[src/rtl/audio_pkg.sv]
// Shared audio-path types: frame geometry and the stereo pair carried from note playback to the DAC.
package audio_pkg;

    localparam int unsigned FRAME_BITS = 64;
    localparam int unsigned SLOT_BITS  = 32;
    localparam int unsigned BITCNT_W   = $clog2(FRAME_BITS);

    typedef struct packed {
        logic [SLOT_BITS-1:0] left;
        logic [SLOT_BITS-1:0] right;
    } stereo_pair_t;

    typedef enum logic [1:0] {
        PH_FRAME_START,
        PH_RIGHT_START,
        PH_SHIFT_LEFT,
        PH_SHIFT_RIGHT
    } slot_phase_e;

endpackage

[src/rtl/sample_fifo.sv]
// Synchronous FIFO with combinational read of the head entry; clear beats push and pop.
module sample_fifo #(
    parameter int unsigned WIDTH = 64,
    parameter int unsigned DEPTH = 4
) (
    input  logic                     clk,
    input  logic                     rst_n,
    input  logic                     push,
    input  logic                     pop,
    input  logic                     clear,
    input  logic [WIDTH-1:0]         wr_data,
    output logic [WIDTH-1:0]         rd_data,
    output logic [$clog2(DEPTH):0]   count,
    output logic                     full,
    output logic                     empty
);

    localparam int unsigned AW = $clog2(DEPTH);
    localparam int unsigned CW = AW + 1;

    logic [WIDTH-1:0] mem [DEPTH];
    logic [AW-1:0]    wr_ptr;
    logic [AW-1:0]    rd_ptr;
    logic             do_push;
    logic             do_pop;

    assign full    = (count == CW'(DEPTH));
    assign empty   = (count == '0);
    assign do_push = push && !full && !clear;
    assign do_pop  = pop && !empty && !clear;
    assign rd_data = mem[rd_ptr];

    always_ff @(posedge clk or negedge rst_n) begin
        if (!rst_n) begin
            wr_ptr <= '0;
            rd_ptr <= '0;
            count  <= '0;
        end else if (clear) begin
            wr_ptr <= '0;
            rd_ptr <= '0;
            count  <= '0;
        end else begin
            if (do_push) wr_ptr <= wr_ptr + AW'(1);
            if (do_pop)  rd_ptr <= rd_ptr + AW'(1);
            unique case ({do_push, do_pop})
                2'b10:   count <= count + CW'(1);
                2'b01:   count <= count - CW'(1);
                default: count <= count;
            endcase
        end
    end

    // Storage needs no reset: entries are only read once the count covers them.
    always_ff @(posedge clk) begin
        if (do_push) mem[wr_ptr] <= wr_data;
    end

endmodule

[src/rtl/dac_serializer.sv]
// Left-justified stereo DAC serializer: pair FIFO, BCLK/LRCK generation, MSB-first shifters.
module dac_serializer
    import audio_pkg::*;
#(
    parameter int unsigned SAMPLE_W   = 32,
    parameter int unsigned FIFO_DEPTH = 4,
    parameter int unsigned BCLK_HALF  = 16
) (
    input  logic                          CLOCK_50,
    input  logic                          resetn,
    input  logic [SAMPLE_W-1:0]           left_channel_audio_out,
    input  logic [SAMPLE_W-1:0]           right_channel_audio_out,
    input  logic                          write_audio_out,
    input  logic                          clear_audio_out_memory,
    output logic                          audio_out_allowed,
    output logic [$clog2(FIFO_DEPTH):0]   fifo_count,
    output logic                          overflow,
    output logic                          underflow,
    output logic                          AUD_BCLK,
    output logic                          AUD_DACLRCK,
    output logic                          AUD_DACDAT
);

    localparam int unsigned DIV_W = $clog2(BCLK_HALF);

    logic [DIV_W-1:0]     div;
    logic [BITCNT_W-1:0]  bitcnt;
    logic [SLOT_BITS-1:0] left_sr;
    logic [SLOT_BITS-1:0] right_sr;

    stereo_pair_t wr_pair;
    stereo_pair_t rd_pair;
    stereo_pair_t load_pair;
    slot_phase_e  phase;
    logic         fifo_full;
    logic         fifo_empty;
    logic         tc_c;
    logic         fall_c;
    logic         frame_start_c;
    logic         push_c;
    logic         pop_c;
    logic         overflow_c;

    // Samples sit MSB-aligned in their slot so narrow samples trail with zeros.
    assign wr_pair.left  = SLOT_BITS'(left_channel_audio_out)  << (SLOT_BITS - SAMPLE_W);
    assign wr_pair.right = SLOT_BITS'(right_channel_audio_out) << (SLOT_BITS - SAMPLE_W);

    assign audio_out_allowed = !fifo_full;
    assign tc_c           = (div == DIV_W'(BCLK_HALF - 1));
    assign fall_c         = tc_c && AUD_BCLK;
    assign frame_start_c  = fall_c && (bitcnt == '0);
    assign push_c         = write_audio_out && audio_out_allowed && !clear_audio_out_memory;
    assign pop_c          = frame_start_c && !fifo_empty && !clear_audio_out_memory;
    assign overflow_c     = write_audio_out && fifo_full && !clear_audio_out_memory;

    sample_fifo #(
        .WIDTH ($bits(stereo_pair_t)),
        .DEPTH (FIFO_DEPTH)
    ) u_fifo (
        .clk     (CLOCK_50),
        .rst_n   (resetn),
        .push    (push_c),
        .pop     (pop_c),
        .clear   (clear_audio_out_memory),
        .wr_data (wr_pair),
        .rd_data (rd_pair),
        .count   (fifo_count),
        .full    (fifo_full),
        .empty   (fifo_empty)
    );

    // Slot phase and frame-start payload (silence when nothing was popped).
    always_comb begin
        phase     = PH_SHIFT_LEFT;
        load_pair = '0;
        if (bitcnt == '0)                          phase = PH_FRAME_START;
        else if (bitcnt == BITCNT_W'(SLOT_BITS))   phase = PH_RIGHT_START;
        else if (bitcnt > BITCNT_W'(SLOT_BITS))    phase = PH_SHIFT_RIGHT;
        if (pop_c) load_pair = rd_pair;
    end

    always_ff @(posedge CLOCK_50 or negedge resetn) begin
        if (!resetn) begin
            div         <= '0;
            AUD_BCLK    <= 1'b0;
            bitcnt      <= '0;
            AUD_DACLRCK <= 1'b1;
            AUD_DACDAT  <= 1'b0;
            left_sr     <= '0;
            right_sr    <= '0;
            overflow    <= 1'b0;
            underflow   <= 1'b0;
        end else begin
            overflow <= overflow_c;

            if (tc_c) begin
                div      <= '0;
                AUD_BCLK <= ~AUD_BCLK;
            end else begin
                div <= div + DIV_W'(1);
            end

            if (clear_audio_out_memory)          underflow <= 1'b0;
            else if (frame_start_c && fifo_empty) underflow <= 1'b1;

            // Serial outputs change only on the BCLK falling edge.
            if (fall_c) begin
                bitcnt <= bitcnt + BITCNT_W'(1);
                unique case (phase)
                    PH_FRAME_START: begin
                        AUD_DACLRCK <= 1'b0;
                        left_sr     <= load_pair.left;
                        right_sr    <= load_pair.right;
                        AUD_DACDAT  <= load_pair.left[SLOT_BITS-1];
                    end
                    PH_RIGHT_START: begin
                        AUD_DACLRCK <= 1'b1;
                        AUD_DACDAT  <= right_sr[SLOT_BITS-1];
                    end
                    PH_SHIFT_LEFT: begin
                        left_sr    <= left_sr << 1;
                        AUD_DACDAT <= left_sr[SLOT_BITS-2];
                    end
                    PH_SHIFT_RIGHT: begin
                        right_sr   <= right_sr << 1;
                        AUD_DACDAT <= right_sr[SLOT_BITS-2];
                    end
                endcase
            end
        end
    end

endmodule
[config.mk]
export PLATFORM = sky130hd
export DESIGN_NAME = dac_serializer
export DESIGN_NICKNAME = d
export VERILOG_FILES = /design/src/rtl/audio_pkg.sv /design/src/rtl/sample_fifo.sv /design/src/rtl/dac_serializer.sv
export SDC_FILE = /design/constraint.sdc
export NUM_CORES = 1
export LEC_CHECK = 0
export ABC_AREA = 1
export BUFFER_PORTS_ARGS = -buffer_cell sky130_fd_sc_hd__clkbuf_2
export CORE_MARGIN = 1.5
export CORE_UTILIZATION = 60
export DETAILED_ROUTE_END_ITERATION = 10
export PLACE_DENSITY = 0.79
export SLEW_MARGIN = 20
export SYNTH_ARGS = -nofsm -noshare
export SYNTH_HDL_FRONTEND = slang
export SYNTH_SLANG_ARGS = --single-unit
[constraint.sdc]
create_clock -name CLOCK_50 -period 7.21 [get_ports CLOCK_50]
set_input_delay 0.3605 -clock CLOCK_50 [delete_from_list [all_inputs] [get_ports CLOCK_50]]
set_output_delay 0.3605 -clock CLOCK_50 [all_outputs]
set_load 0.05 [all_outputs]
==> After elaboration in Yosys (flattened, before gate mapping) <==
Memory sizes are Yosys's and may differ from the RTL's.
Index checks and enable logic that the tools add are counted.
{ "word_totals": {"regBits": 85, "mem_bits_rw": 256, "input_bits": 68, "output_inout_bits": 9, "wordCells": 77, "n_memories": 1} }
{ "mem_list": {"columns": ["name", "words", "width", "read_ports", "rd_clocked_by_memory_dff", "wr", "line", "rtl"], "rows": [
  ["u_fifo.mem", 4, 64, 1, 0, 1, "sample_fifo.sv:21", "logic [WIDTH-1:0] mem [DEPTH];"]
]} }
{ "classes": {"n_addsub": 6, "order_cmp": 1, "eq_ne": 8, "mux": 19, "bitwise": 1, "n_reduce_logical": 29} }
{ "ops": {"columns": ["operator", "n"], "rows": [
  ["64-bit two-way mux", 1],
  ["32-bit case mux with 2 select lines", 1],
  ["31-bit case mux with 2 select lines", 1],
  ["1-bit logical AND", 13],
  ["2-bit two-way mux", 6],
  ["2-bit nonzero test", 6],
  ["6-bit by 1-bit adder with 6-bit output (second input constant)", 1],
  ["2-bit == test (second input constant)", 3],
  ["6-bit == test (second input constant)", 1],
  ["6-bit greater-than comparator (second input constant)", 1],
  ["6-bit logical NOT", 1],
  ["3-bit case mux with 2 select lines", 1],
  ["2-bit AND reduction", 3],
  ["1-bit two-way mux", 5],
  ["2-bit by 1-bit adder with 2-bit output (second input constant)", 2],
  ["4-bit by 1-bit adder with 4-bit output (second input constant)", 1],
  ["2-bit by 1-bit == test with 1-bit output (second input constant)", 2],
  ["4-bit == test (second input constant)", 1],
  ["4-bit two-way mux", 1],
  ["1-bit case mux with 4 select lines", 1],
  ["3-bit by 1-bit adder with 3-bit output (second input constant)", 1],
  ["3-bit == test (second input constant)", 1],
  ["1-bit logical NOT", 3],
  ["3-bit logical NOT", 1],
  ["other kinds (6)", 6]
]} }

==> Longest topological paths before layout <==
{ "logic_depth": {"word_depth": 10, "ltp_mapped": 13, "mapped_depth_nobuf": 13} }

==> Cells and area by module <==
Synthesis repeated with hierarchy kept, for this count alone.
{ "unflattened": {"hier_cells": 1386, "area_unflattened_um2": 14719.1} }
{ "by_module_without_submodules": {"columns": ["mod", "instances", "cells_each", "area_each_um2", "seq_area_each_um2"], "rows": [
  ["sample_fifo", 1, 685, 9973.3, 7862.5],
  ["dac_serializer", 1, 701, 4745.8, 1953.1]
]} }

==> Least setup slack after synthesis <==
Ideal clock, no wire load.
{ "synth_path": {"path_type": "reg-to-reg", "start": "register u_fifo.count[1]", "end": "memory u_fifo.mem[0][0] (enable)", "setup_time_ns": 0.487, "t_arrival_ns": 4.342, "required_time_ns": 6.723, "path_slack_ns": 2.382, "path_stages_with_launch": 5, "path_buffers": 0, "period_less_slack_ns": 4.828, "cell_sequence": "dfrtp_1 > inv_1 > nand3_1 > nand3_1 > nor2_1"} }
{ "synth_between": {"elab_chain_cells": 8} }
{ "synth_lines": {"columns": ["element", "line", "rtl"], "rows": [
  ["from (decl)", "sample_fifo.sv:13", "output logic [$clog2(DEPTH):0] count,"],
  ["from (signal assigned)", "sample_fifo.sv:46", "2'b10: count <= count + CW'(1);"],
  ["from (signal assigned)", "sample_fifo.sv:47", "2'b01: count <= count - CW'(1);"],
  ["from (signal assigned)", "sample_fifo.sv:48", "default: count <= count;"],
  ["3-bit == test *", "sample_fifo.sv:27", "assign full = (count == CW'(DEPTH));"],
  ["1-bit logical NOT *", "dac_serializer.sv:48", "assign audio_out_allowed = !fifo_full;"],
  ["named net audio_out_allowed", "dac_serializer.sv:15", "output logic audio_out_allowed,"],
  ["1-bit logical AND (2 in series)", "dac_serializer.sv:52", "assign push_c = write_audio_out && audio_out_allowed && !clear_audio_out_memory;"],
  ["1-bit logical AND * (2 in series)", "sample_fifo.sv:29", "assign do_push = push && !full && !clear;"],
  ["1-bit two-way mux *", "sample_fifo.sv:55", "if (do_push) mem[wr_ptr] <= wr_data;"],
  ["1-bit two-way mux (implied by the code) *", "sample_fifo.sv:55", null],
  ["to (decl)", "sample_fifo.sv:21", null]
]} }
The timed path passes the listed nets; every way through them passes the cells marked *.

==> Worst setup path after layout <==
{ "layout_path": {"start": "register u_fifo.rd_ptr[0]", "end": "register AUD_DACDAT"} }
{ "layout_between": {"elab_chain_cells": 3} }
{ "layout_lines": {"columns": ["element", "line", "rtl"], "rows": [
  ["from (decl)", "sample_fifo.sv:23", "logic [AW-1:0] rd_ptr;"],
  ["from (signal assigned)", "sample_fifo.sv:44", "if (do_pop) rd_ptr <= rd_ptr + AW'(1);"],
  ["memory read 4 x 64 bit", null, null],
  ["64-bit two-way mux", "dac_serializer.sv:79", "if (pop_c) load_pair = rd_pair;"],
  ["1-bit case mux with 4 select lines", "dac_serializer.sv:109", "unique case (phase)"],
  ["to (signal assigned)", "dac_serializer.sv:114", "AUD_DACDAT <= load_pair.left[SLOT_BITS-1];"],
  ["to (signal assigned)", "dac_serializer.sv:118", "AUD_DACDAT <= right_sr[SLOT_BITS-1];"],
  ["to (signal assigned)", "dac_serializer.sv:122", "AUD_DACDAT <= left_sr[SLOT_BITS-2];"],
  ["to (decl)", "dac_serializer.sv:21", "output logic AUD_DACDAT"]
]} }
Every way passes these cells.
A chain may end at the register's enable or synchronous reset.

==> impl_metrics.py <==
metrics = {
    "worst_hold_path": {
        "whs_path_depth": 1,
        "worst_hold_path.endpoint": "u_fifo.mem[3][35]",
        "hp-class": "in2reg",
        "min-delay-start": "left_channel_audio_out[3]",
    },
    "global_route": {
        "grt_max_degree": 100,
        "grt_pass1_vias": 9215,
        "grt_overflow_total": 0,
        "grt_pass1_wl_um": 46200,
        "track_usage": 0.242,
        "grt_antenna_before_repair": 0,
    },
    "clock_network": {
        "htree_levels": 2,
        "path_clk_slew_ps": 70,
        "cts_buffer_depth": 3,
        "root_buffer": "clkbuf_16",
        "cts_tree": "done",
        "cts_made_buffers": 34,
        "cts.sinks": 341,
        "post_cts_buffers": 0,
        "clk_latency_ps": 510,
    },
    "sta": {
        "worstMarginPinSlew_ps": 1050,
        "hold_viol_final": 0,
        "fmax_mhz": 316,
        "fin_skew_ps": 21.1,
        "period_needed_ps": 3170,
        "fin_crit_sh": 0.440,
        "holdWs_ps": 66.8,
        "setup_viol": 0,
        "fin_setup_tns_ps": 0,
        "slew_headroom": 0.293,
        "report.final.slew_viol_count": 0,
        "rsz0062_at_grt": "no",
    },
    "critical_path": {
        "criticalPathCategory": "reg2reg",
        "r2r_start": "u_fifo.rd_ptr[0]",
        "cp.arrival_ps": 3550,
        "rr_endpoint": "AUD_DACDAT",
        "rrSetupSlack_ps": 4040,
        "end_kind": "register",
        "required_ps": 7590,
        "start_kind": "register",
        "r2r_cells": 8,
        "crit_fanout": 99,
    },
    "drt": {
        "drt_iter0_markers": 885,
        "drt_wl_total_um": 28200,
        "vias_per_cell": 5.61,
        "vias": 9408,
        "ant_nets": 0,
        "drc": 0,
        "firstDrtPassIters": 7,
        "post_drt_wl_per_cell_um": 16.8,
    },
    "pwr": {
        "switching_share": 0.194,
        "power.switching_w": 0.000784,
        "irDropWorstVdd_mv": 0.218,
        "p_comb_frac": 0.029,
        "leakage_nw": 6.34,
        "p_int_w": 0.00326,
        "pwr-share-clk": 0.432,
        "p_seq_frac": 0.539,
        "p_total_w": 0.00405,
        "p_per_area_nw_per_um2": 256,
    },
    "finish": {
        "nets": 1421,
        "multi_input_area_sq_um": 3870,
        "seq_area_sq_um": 9820,
        "area_growth_pct": 12.2,
        "drive_gt1_frac": 0.115,
        "n_antenna_cell": 0,
        "fillers": 1661,
    },
    "placement": {
        "io_buffer_count": 76,
        "gp_congestion": 0.789,
        "dp_hpwl_um": 14500,
    },
    "synth": {
        "synthCells": 1290,
        "yosysSeqAreaShare": 0.696,
        "async_reset_ff_frac": 0.249,
        "syn_area_sq_um": 14100,
        "synth-seq-cells": 341,
        "synth_cell_types": 32,
        "synth_nets": 1370,
        "synth_area_per_cell_sq_um": 10.9,
        "yosys_warnings": 0,
        "synth-edff-count": 256,
        "ys.flop_type": "edfxtp_1",
    },
    "floorplan": {
        "die_w_um": 156,
        "ios": 77,
        "die_area_sq_um": 24400,
        "die_y_um": 156,
        "core_sq_um": 22800,
        "initial_core_util": 0.617,
        "rows": 55,
    },
    "run": {
        "maxCapViolCount": 0,
    },
    "outcome": {
        "status": "complete, no violations",
    },
}
[cells in the mapped netlist (4+ instances only)]
library cell  count  share of area
nor2_1          171          0.046
o21ai_0          16         0.0057
nand3_1         166          0.059
ha_1             11         0.0098
clkbuf_1         41          0.011
buf_2            22         0.0078
dfrtp_1          84           0.15
a21oi_1          66          0.023
o21a_1           31          0.017
xor2_1            8         0.0050
o22ai_1           4         0.0018
edfxtp_1        256           0.55
nand2_1         353          0.094
buf_1             9         0.0024
inv_1            28         0.0075
[metal layers]
| layer | GRT usage | share of wire |
|---|---|---|
| met4 | 0.0830 | 0.020 |
| met1 | 0.335 | 0.43 |
| met3 | 0.0415 | 0.069 |
| met2 | 0.392 | 0.48 |
| met5 | 0 | 0 |
[kinds of logic (layout without fill, tap and decap cells)]
family | Yosys count | count (layout) | synth area share
DFF | 341 | 341 | 0.696
adders and majority gates | 12 | 12 | 0.0112
xor gates and xnor gates | 9 | 9 | 0.00559
AOI/OAI and AO/OA | 119 | 119 | 0.0485
and+or+nand+nor | 704 | 704 | 0.207
buffers and inverters | 105 | 180 | 0.0315
[critical path: stages (launching register included)]
cell	delay [ps]
dfrtp_4	950
clkinv_2	630
buf_4	580
o21ai_0	320
o22ai_1	100
nand3_1	90
nand2_1	80
nand2_1	70
nand2_1	40
[sequential cells by signal (all words and copies together), names as in the netlist]
signal and count:
u_fifo.count 3, u_fifo.wr_ptr 2, u_fifo.mem 256, bitcnt 6
right_sr 32, underflow 1, u_fifo.rd_ptr 2, left_sr 31
overflow 1, div 4, AUD_DACLRCK 1, AUD_DACDAT 1
AUD_BCLK 1
[repair_timing]
action | in CTS | in global routing
hold buffers | 1 | 0
endpoints found under the setup margin | 0 | 0
resized for setup | 0 | 0
hold endpoints to repair | 34 | 0
[power by group through the flow]
stage / combinational, W / sequential, W / clock, W
2_1_floorplan: 0.0000512 / 0.00222 / 0
3_3_place_gp: 0.000114 / 0.00222 / 0
3_5_place_dp: 0.000120 / 0.00222 / 0
4_1_cts: 0.000121 / 0.00218 / 0.00178
5_1_grt: 0.000135 / 0.00218 / 0.00185
6_report: 0.000119 / 0.00218 / 0.00175
[placed cells by master (no fill, tap or decap), drive strengths merged, types with 11 or more instances in the layout]
master	instances
nor2	174
inv	29
nand2	354
buf	14
nand3	168
a21oi	66
o21a	31
edfxtp	256
o21ai	16
clkbuf	125
ha	11
dfrtp	84
[stage by stage]
stage / instances / setup WS, ps / area (sq um) / util
3_5_place_dp: 1617 / 4170 / 14700 / 0.643
3_3_place_gp: 1617 / 4280 / 14700 / 0.643
4_1_cts: 1678 / 4030 / 15800 / 0.692
2_1_floorplan: 1290 / 2380 / 14100 / -
5_1_grt: 1678 / 3830 / 15800 / 0.692
6_report: 1678 / 4040 / 15800 / 0.692
[layout make-up]
class,count,area share
Inverter,30,0.00720
Tap cell,313,0.0248
Clock inverter,10,0.00784
Multi-Input combinational cell,844,0.245
Clock buffer,50,0.0628
Sequential cell,341,0.621
Timing Repair Buffer,90,0.0310
[worst max path at each step]
stage | slack (ps) | cells after the start | end | from
3_5_place_dp | 4170 | 8 | AUD_DACDAT | u_fifo.rd_ptr[0]
3_3_place_gp | 4280 | 8 | AUD_DACDAT | u_fifo.rd_ptr[0]
6_report | 4040 | 8 | AUD_DACDAT | u_fifo.rd_ptr[0]
4_1_cts | 4030 | 11 | right_sr[25] | bitcnt[0]
2_1_floorplan | 2380 | 4 | u_fifo.mem[0][0] | u_fifo.count[1]
5_1_grt | 3830 | 8 | left_sr[10] | u_fifo.rd_ptr[0]
Note: power is estimated with default switching activity, not from simulation.
